### src/rtl/bp_me_bank_steer_if.sv
// BedRock mem cmd/resp stream plus per-bank cache-slice ports.
// The steering stage takes the slave side; the core and the banks sit on the master side.
interface bp_me_bank_steer_if #(
    parameter int banks_p        = 2,
    parameter int header_width_p = 128,
    parameter int data_width_p   = 64
);
    logic [header_width_p-1:0]         cmd_header_i;
    logic [data_width_p-1:0]           cmd_data_i;
    logic                              cmd_v_i;
    logic                              cmd_last_i;
    logic                              cmd_ready_and_o;
    logic [header_width_p-1:0]         resp_header_o;
    logic [data_width_p-1:0]           resp_data_o;
    logic                              resp_v_o;
    logic                              resp_last_o;
    logic                              resp_ready_and_i;
    logic [banks_p*header_width_p-1:0] bank_cmd_header_o;
    logic [banks_p*data_width_p-1:0]   bank_cmd_data_o;
    logic [banks_p-1:0]                bank_cmd_v_o;
    logic [banks_p-1:0]                bank_cmd_last_o;
    logic [banks_p-1:0]                bank_cmd_ready_and_i;
    logic [banks_p*header_width_p-1:0] bank_resp_header_i;
    logic [banks_p*data_width_p-1:0]   bank_resp_data_i;
    logic [banks_p-1:0]                bank_resp_v_i;
    logic [banks_p-1:0]                bank_resp_last_i;
    logic [banks_p-1:0]                bank_resp_ready_and_o;

    modport slave (
        input  cmd_header_i, cmd_data_i, cmd_v_i, cmd_last_i,
        output cmd_ready_and_o,
        output resp_header_o, resp_data_o, resp_v_o, resp_last_o,
        input  resp_ready_and_i,
        output bank_cmd_header_o, bank_cmd_data_o,
        output bank_cmd_v_o, bank_cmd_last_o,
        input  bank_cmd_ready_and_i,
        input  bank_resp_header_i, bank_resp_data_i,
        input  bank_resp_v_i, bank_resp_last_i,
        output bank_resp_ready_and_o
    );

    modport master (
        output cmd_header_i, cmd_data_i, cmd_v_i, cmd_last_i,
        input  cmd_ready_and_o,
        input  resp_header_o, resp_data_o, resp_v_o, resp_last_o,
        output resp_ready_and_i,
        input  bank_cmd_header_o, bank_cmd_data_o,
        input  bank_cmd_v_o, bank_cmd_last_o,
        output bank_cmd_ready_and_i,
        output bank_resp_header_i, bank_resp_data_i,
        output bank_resp_v_i, bank_resp_last_i,
        input  bank_resp_ready_and_o
    );
endinterface

### src/rtl/bp_me_bank_steer.sv
// N-bank steering of one BedRock mem stream onto cache slices.
// Responses are merged back in issue order via a FIFO of bank indices.
module bp_me_bank_steer #(
    parameter int banks_p           = 2,
    parameter int header_width_p    = 128,
    parameter int data_width_p      = 64,
    parameter int addr_offset_p     = 0,
    parameter int paddr_width_p     = 40,
    parameter int bank_lsb_p        = 6,
    parameter int hash_en_p         = 0,
    parameter int max_outstanding_p = 8
) (
    input  logic                                 clk_i,
    input  logic                                 reset_n_i,
    bp_me_bank_steer_if.slave                    io,
    output logic [$clog2(max_outstanding_p+1)-1:0] outstanding_o
);
    localparam int lg_lp  = (banks_p > 1) ? $clog2(banks_p) : 1;
    localparam int hb_lp  = paddr_width_p - bank_lsb_p;
    localparam int nch_lp = (hb_lp + lg_lp - 1) / lg_lp;
    localparam int pw_lp  = (max_outstanding_p > 1) ? $clog2(max_outstanding_p) : 1;
    localparam int cw_lp  = $clog2(max_outstanding_p + 1);

    typedef enum logic {IDLE, BODY} state_e;

    state_e                  r_state;
    logic [lg_lp-1:0]        r_bank;
    logic [lg_lp-1:0]        r_fifo [max_outstanding_p];
    logic [pw_lp-1:0]        r_wptr;
    logic [pw_lp-1:0]        r_rptr;
    logic [cw_lp-1:0]        r_cnt;

    logic [nch_lp*lg_lp-1:0] w_hsrc;
    logic [lg_lp-1:0]        w_hash;
    logic [lg_lp-1:0]        w_idx;
    logic [lg_lp-1:0]        w_sel;
    logic [lg_lp-1:0]        w_head;
    logic                    w_full;
    logic                    w_empty;
    logic                    w_blk;
    logic                    w_cmd_hs;
    logic                    w_push;
    logic                    w_pop;

    function automatic logic [pw_lp-1:0] f_inc(input logic [pw_lp-1:0] p);
        return (p == pw_lp'(max_outstanding_p - 1)) ? '0 : p + 1'b1;
    endfunction

    // Upper paddr bits, zero-padded to a whole number of index-sized chunks
    always_comb begin
        w_hsrc = '0;
        w_hsrc[hb_lp-1:0] = io.cmd_header_i[addr_offset_p+bank_lsb_p +: hb_lp];
        w_hash = '0;
        for (int i = 0; i < nch_lp; i++)
            w_hash = w_hash ^ w_hsrc[i*lg_lp +: lg_lp];
    end

    always_comb begin
        w_idx = '0;
        if (banks_p > 1)
            w_idx = (hash_en_p != 0) ? w_hash : w_hsrc[lg_lp-1:0];
    end

    assign w_sel   = (r_state == BODY) ? r_bank : w_idx;
    assign w_full  = (r_cnt == cw_lp'(max_outstanding_p));
    assign w_empty = (r_cnt == '0);
    assign w_blk   = (r_state == IDLE) & w_full;

    assign io.cmd_ready_and_o = reset_n_i & io.bank_cmd_ready_and_i[w_sel] & ~w_blk;
    assign w_cmd_hs = io.cmd_v_i & io.cmd_ready_and_o;
    assign w_push   = w_cmd_hs & (r_state == IDLE);

    always_comb begin
        io.bank_cmd_v_o = '0;
        io.bank_cmd_v_o[w_sel] = reset_n_i & io.cmd_v_i & ~w_blk;
    end

    assign io.bank_cmd_header_o = {banks_p{io.cmd_header_i}};
    assign io.bank_cmd_data_o   = {banks_p{io.cmd_data_i}};
    assign io.bank_cmd_last_o   = {banks_p{io.cmd_last_i}};

    assign w_head = r_fifo[r_rptr];

    assign io.resp_v_o      = reset_n_i & ~w_empty & io.bank_resp_v_i[w_head];
    assign io.resp_header_o = io.bank_resp_header_i[w_head*header_width_p +: header_width_p];
    assign io.resp_data_o   = io.bank_resp_data_i[w_head*data_width_p +: data_width_p];
    assign io.resp_last_o   = io.bank_resp_last_i[w_head];

    // Only the head bank may drain; later banks hold until their turn
    always_comb begin
        io.bank_resp_ready_and_o = '0;
        io.bank_resp_ready_and_o[w_head] = reset_n_i & ~w_empty & io.resp_ready_and_i;
    end

    assign w_pop = io.resp_v_o & io.resp_ready_and_i & io.resp_last_o;

    always_ff @(posedge clk_i or negedge reset_n_i) begin
        if (!reset_n_i) begin
            r_state <= IDLE;
            r_bank  <= '0;
            r_wptr  <= '0;
            r_rptr  <= '0;
            r_cnt   <= '0;
        end else begin
            unique case (r_state)
                IDLE: if (w_push && !io.cmd_last_i) begin
                    r_bank  <= w_idx;
                    r_state <= BODY;
                end
                BODY: if (w_cmd_hs && io.cmd_last_i)
                    r_state <= IDLE;
                default: r_state <= IDLE;
            endcase
            if (w_push)
                r_wptr <= f_inc(r_wptr);
            if (w_pop)
                r_rptr <= f_inc(r_rptr);
            if (w_push && !w_pop)
                r_cnt <= r_cnt + 1'b1;
            else if (!w_push && w_pop)
                r_cnt <= r_cnt - 1'b1;
        end
    end

    always_ff @(posedge clk_i) begin
        if (w_push)
            r_fifo[r_wptr] <= w_idx;
    end

    assign outstanding_o = r_cnt;

`ifndef SYNTHESIS
    logic [header_width_p-1:0] r_hdr;

    always_ff @(posedge clk_i) begin
        if (w_push)
            r_hdr <= io.cmd_header_i;
    end

    a_hdr_stable: assert property (@(posedge clk_i) disable iff (!reset_n_i)
        (r_state == BODY && io.cmd_v_i) |-> (io.cmd_header_i == r_hdr));

    a_cnt_bound: assert property (@(posedge clk_i) disable iff (!reset_n_i)
        r_cnt <= cw_lp'(max_outstanding_p));
`endif
endmodule

### src/flat_wrapper.sv
// flat-port wrapper written by rule: the top's interface ports become plain ports
module bp_me_bank_steer_flat 
#(
    parameter int banks_p           = 2,
    parameter int header_width_p    = 128,
    parameter int data_width_p      = 64,
    parameter int addr_offset_p     = 0,
    parameter int paddr_width_p     = 40,
    parameter int bank_lsb_p        = 6,
    parameter int hash_en_p         = 0,
    parameter int max_outstanding_p = 8
)
  (clk_i, reset_n_i, outstanding_o, io_cmd_header_i, io_cmd_data_i, io_cmd_v_i, io_cmd_last_i, io_cmd_ready_and_o, io_resp_header_o, io_resp_data_o, io_resp_v_o, io_resp_last_o, io_resp_ready_and_i, io_bank_cmd_header_o, io_bank_cmd_data_o, io_bank_cmd_v_o, io_bank_cmd_last_o, io_bank_cmd_ready_and_i, io_bank_resp_header_i, io_bank_resp_data_i, io_bank_resp_v_i, io_bank_resp_last_i, io_bank_resp_ready_and_o);
  bp_me_bank_steer_if #(.banks_p(banks_p), .header_width_p(header_width_p), .data_width_p(data_width_p)) io_i ();
  input  logic clk_i;
  input  logic reset_n_i;
  output logic [$clog2(max_outstanding_p+1)-1:0] outstanding_o;
  input wire logic [$bits(io_i.cmd_header_i)-1:0] io_cmd_header_i;
  input wire logic [$bits(io_i.cmd_data_i)-1:0] io_cmd_data_i;
  input wire logic [$bits(io_i.cmd_v_i)-1:0] io_cmd_v_i;
  input wire logic [$bits(io_i.cmd_last_i)-1:0] io_cmd_last_i;
  output wire logic [$bits(io_i.cmd_ready_and_o)-1:0] io_cmd_ready_and_o;
  output wire logic [$bits(io_i.resp_header_o)-1:0] io_resp_header_o;
  output wire logic [$bits(io_i.resp_data_o)-1:0] io_resp_data_o;
  output wire logic [$bits(io_i.resp_v_o)-1:0] io_resp_v_o;
  output wire logic [$bits(io_i.resp_last_o)-1:0] io_resp_last_o;
  input wire logic [$bits(io_i.resp_ready_and_i)-1:0] io_resp_ready_and_i;
  output wire logic [$bits(io_i.bank_cmd_header_o)-1:0] io_bank_cmd_header_o;
  output wire logic [$bits(io_i.bank_cmd_data_o)-1:0] io_bank_cmd_data_o;
  output wire logic [$bits(io_i.bank_cmd_v_o)-1:0] io_bank_cmd_v_o;
  output wire logic [$bits(io_i.bank_cmd_last_o)-1:0] io_bank_cmd_last_o;
  input wire logic [$bits(io_i.bank_cmd_ready_and_i)-1:0] io_bank_cmd_ready_and_i;
  input wire logic [$bits(io_i.bank_resp_header_i)-1:0] io_bank_resp_header_i;
  input wire logic [$bits(io_i.bank_resp_data_i)-1:0] io_bank_resp_data_i;
  input wire logic [$bits(io_i.bank_resp_v_i)-1:0] io_bank_resp_v_i;
  input wire logic [$bits(io_i.bank_resp_last_i)-1:0] io_bank_resp_last_i;
  output wire logic [$bits(io_i.bank_resp_ready_and_o)-1:0] io_bank_resp_ready_and_o;
  assign io_i.cmd_header_i = io_cmd_header_i;
  assign io_i.cmd_data_i = io_cmd_data_i;
  assign io_i.cmd_v_i = io_cmd_v_i;
  assign io_i.cmd_last_i = io_cmd_last_i;
  assign io_cmd_ready_and_o = io_i.cmd_ready_and_o;
  assign io_resp_header_o = io_i.resp_header_o;
  assign io_resp_data_o = io_i.resp_data_o;
  assign io_resp_v_o = io_i.resp_v_o;
  assign io_resp_last_o = io_i.resp_last_o;
  assign io_i.resp_ready_and_i = io_resp_ready_and_i;
  assign io_bank_cmd_header_o = io_i.bank_cmd_header_o;
  assign io_bank_cmd_data_o = io_i.bank_cmd_data_o;
  assign io_bank_cmd_v_o = io_i.bank_cmd_v_o;
  assign io_bank_cmd_last_o = io_i.bank_cmd_last_o;
  assign io_i.bank_cmd_ready_and_i = io_bank_cmd_ready_and_i;
  assign io_i.bank_resp_header_i = io_bank_resp_header_i;
  assign io_i.bank_resp_data_i = io_bank_resp_data_i;
  assign io_i.bank_resp_v_i = io_bank_resp_v_i;
  assign io_i.bank_resp_last_i = io_bank_resp_last_i;
  assign io_bank_resp_ready_and_o = io_i.bank_resp_ready_and_o;
  bp_me_bank_steer #(.banks_p(banks_p), .header_width_p(header_width_p), .data_width_p(data_width_p), .addr_offset_p(addr_offset_p), .paddr_width_p(paddr_width_p), .bank_lsb_p(bank_lsb_p), .hash_en_p(hash_en_p), .max_outstanding_p(max_outstanding_p)) u_core (.clk_i(clk_i), .reset_n_i(reset_n_i), .io(io_i), .outstanding_o(outstanding_o));
endmodule
### config.mk
export PLATFORM = sky130hd
export DESIGN_NAME = bp_me_bank_steer_flat
export DESIGN_NICKNAME = d
export VERILOG_FILES = /design/src/rtl/bp_me_bank_steer_if.sv /design/src/rtl/bp_me_bank_steer.sv /design/src/flat_wrapper.sv
export SDC_FILE = /design/constraint.sdc
export NUM_CORES = 1
export LEC_CHECK = 0
export CORE_AREA = 2 2 453 455
export CTS_CLUSTER_DIAMETER = 30
export CTS_CLUSTER_SIZE = 14
export DETAILED_ROUTE_END_ITERATION = 16
export DIE_AREA = 0 0 455 457
export PLACE_DENSITY = 0.32
export SETUP_SLACK_MARGIN = 0.05
export SKIP_LAST_GASP = 1
export SLEW_MARGIN = 5
export SYNTH_ARGS = -nofsm -noshare
export SYNTH_HDL_FRONTEND = slang
export SYNTH_SLANG_ARGS = --single-unit
### constraint.sdc
create_clock -name clk_i -period 6.7 [get_ports clk_i]
set_clock_uncertainty 0.15 [all_clocks]
set_input_delay 1.34 -clock clk_i [delete_from_list [all_inputs] [get_ports clk_i]]
set_output_delay 1.34 -clock clk_i [all_outputs]
set_load 0.02 [all_outputs]
==> metrics.txt <==
Avg Cell Area, Syn 9.19 µm²; layout cell share with drive strength beyond 1 24.4%; most frequent cells in the layout 601 x clkdlybuf4s50_1, 201 x mux2_2, 12 x dfrtp_1; Worst VDD drop 0.000310 V; RSZ-0062 raised after global routing no; TritonCTS Buffers 3; Worst EP arrival 3630 ps; Finished Core Util 6.34%; status completed; leakage power 3.67 nW; via count 6376; CTS Sinks 20; Synth Instances 687; final period utilization 76.5%; crit-path most repeated cell clkdlybuf4s50_1; Worst setup EP type output pin; Main synth FF type dfrtp_1; hold_ws 365 ps; Req. time, crit path 5210 ps; crit path time final 5120 ps; total power 0.00515 W; Initial Utilization 3.10%; CP max stage delay 890 ps; mapped cell area 0.00631 mm²; register bit count reported by yosys 20; layout net count 1489; Max Cap Violations 0; share of the yosys chip area belonging to registers 8.56%; largest family of logic cells by synthesized area buffers and inverters; Yosys top cell area share 46.8%; wire length of the first global-routing pass 141000 µm; iteration-0 DRC count of the detailed router 251; Post-Route WL 128000 µm; Rows 166; H-tree level count 1; top cells by area, synth buf_4 47%, mux2_2 36%, dfrtp_1 4.8%, edfxtp_1 3.8%, ha_1 1.4%; Slew HR 30.1%; post-CTS setup repair buffer count 0; cts repair resizes 0; crit-path cells clkdlybuf4s50_1, nand2_1, or2_2, nor2_1, clkdlybuf4s50_1; startpoint types input pin; cts hold-fix bufs 0; dpl hpwl 121000 µm; Die Height 457 µm; CTS tree built; xor and xnor area share after synthesis 0.416%; area grow syn2layout 104%; # setup viols final 0; antenna violations before repair 69; Synthesized Nets 1282; Crit Path Max Fanout 11; achievable frequency 195 MHz; DRC violations left 0; Total Die Area 0.208 mm²; Synth Area in Compound Gates 0.674%; Post-DRT Antenna Nets 0; Async S/R FF share, synth 60.0%; power per standard cell area 399 mW/mm²; Yosys top cell by area buf_4; TNS Setup 0 ps; I/O Buffers 602; vias in the first global route 6468; drt via density 1.77; Final GP Congestion 0.872; worst-skew pair later-pin latency 250 ps; GRT Util Overall 11.7%; Root Buffer clkbuf_16; Core Area 0.203 mm²; largest net degree at the start of global routing 85; setup ws final 1580 ps; Worst Hold Class reg2reg; Crit Path Class in2out; Crit-path slowest cell clkdlybuf4s50_1; Die Wd 455 µm; Post-Synth Simple-Gate Area 2.93%; commonest non-fill, non-tap cell in the layout clkdlybuf4s50_1; worst slew pin tran 1050 ps; Initial DRT Pass Iterations 4; Post-Synth Adder-Cell Area 1.70%; GR Overflow Total 0; CTS clock-pin slew for the worst setup and hold paths 60 ps; fin. max-slew vios 0; I/O pins 1176; Netlist cell types 32; mux contribution to synthesized area 37.7%; CTS Buffer Depth 2; Routed wire per std cell 35.7 µm; dpl ws 1450 ps; EDFF count, synth 8; final hold vios 0; warnings from Yosys 0
where the power goes:
| group | internal [W] | switching, W |
|---|---|---|
| combinational | 0.00186 | 0.00289 |
| sequential | 0.000166 | 0.0000630 |
| clock | 0.000118 | 0.0000452 |
metal layers:
metal / track usage, % / wire (µm)
met1: 10.2 / 38600
met2: 17.9 / 54300
met3: 13.2 / 32000
met4: 2.25 / 2900
met5: 1.26 / 428
worst max-delay path, delay by kind of cell:
| kind | cells | cell delay, ps |
|---|---|---|
| buf+inv | 2 | 1530 |
| simple gates | 3 | 750 |
worst paths after layout:
kind / from / endpoint / slack [ps] / depth (start not counted)
hold reg to reg: u_core.r_bank / u_core.r_bank / 360 / 1
setup / recovery: reset_n_i / io_bank_resp_ready_and_o[1] / 1580 / 5
setup reg to reg: u_core.r_rptr[0] / u_core.outstanding_o[3] / 2280 / 12
min in group asynchronous: reset_n_i / u_core.r_wptr[2] / 1350 / 1
hold / removal: u_core.r_bank / u_core.r_bank / 360 / 1
max in group asynchronous: reset_n_i / u_core.r_rptr[0] / 4490 / 2
through the flow:
| stage | instances | area [µm²] |
|---|---|---|
| floorplan | 687 | 6310 |
| global placement | 3577 | 12800 |
| detailed placement | 3577 | 12800 |
| CTS | 3581 | 12900 |
| global route | 3583 | 12900 |
| finish | 3593 | 12900 |
synth_stat cells (all sizes together), types with 2 or more instances:
master    n
nor4bb    2
nand2     4
mux2    201
edfxtp    8
buf     407
xnor2     3
o21ai     3
dfrtp    12
nor3      3
nor2      8
mux2i     6
and4b     3
nor2b     2
nor4      2
ha        7
mux4      2
registers in the layout, indices dropped and copies added, names as in the netlist, named ones only:
| name | flops |
|---|---|
| u_core.r_wptr | 3 |
| u_core.r_fifo | 8 |
| u_core.r_bank | 1 |
| u_core.r_rptr | 3 |
| u_core.outstanding_o | 4 |
cells by family (layout without fill, tap and decap cells):
logic type / after synthesis / in the layout
AND/OR/NAND/NOR: 31 / 31
multiplexers: 209 / 209
other: 0 / 12
XOR/XNOR: 3 / 3
buffers and inverters: 409 / 615
flip-flops: 20 / 20
adder cells (fa/ha/maj): 8 / 8
AO/OA/AOI/OAI: 7 / 7
cell type report:
cell class | instances | area, µm²
clock buffer | 3 | 75.1
sequential | 20 | 541
antenna | 12 | 30.0
inverter | 1 | 3.75
multi-input combinational | 258 | 2740
timing repair buffer | 610 | 6110
tap | 2688 | 3360
clock inverter | 1 | 30.0
fill | 23900 | 190000
Note: power is estimated with default switching activity, not from simulation.
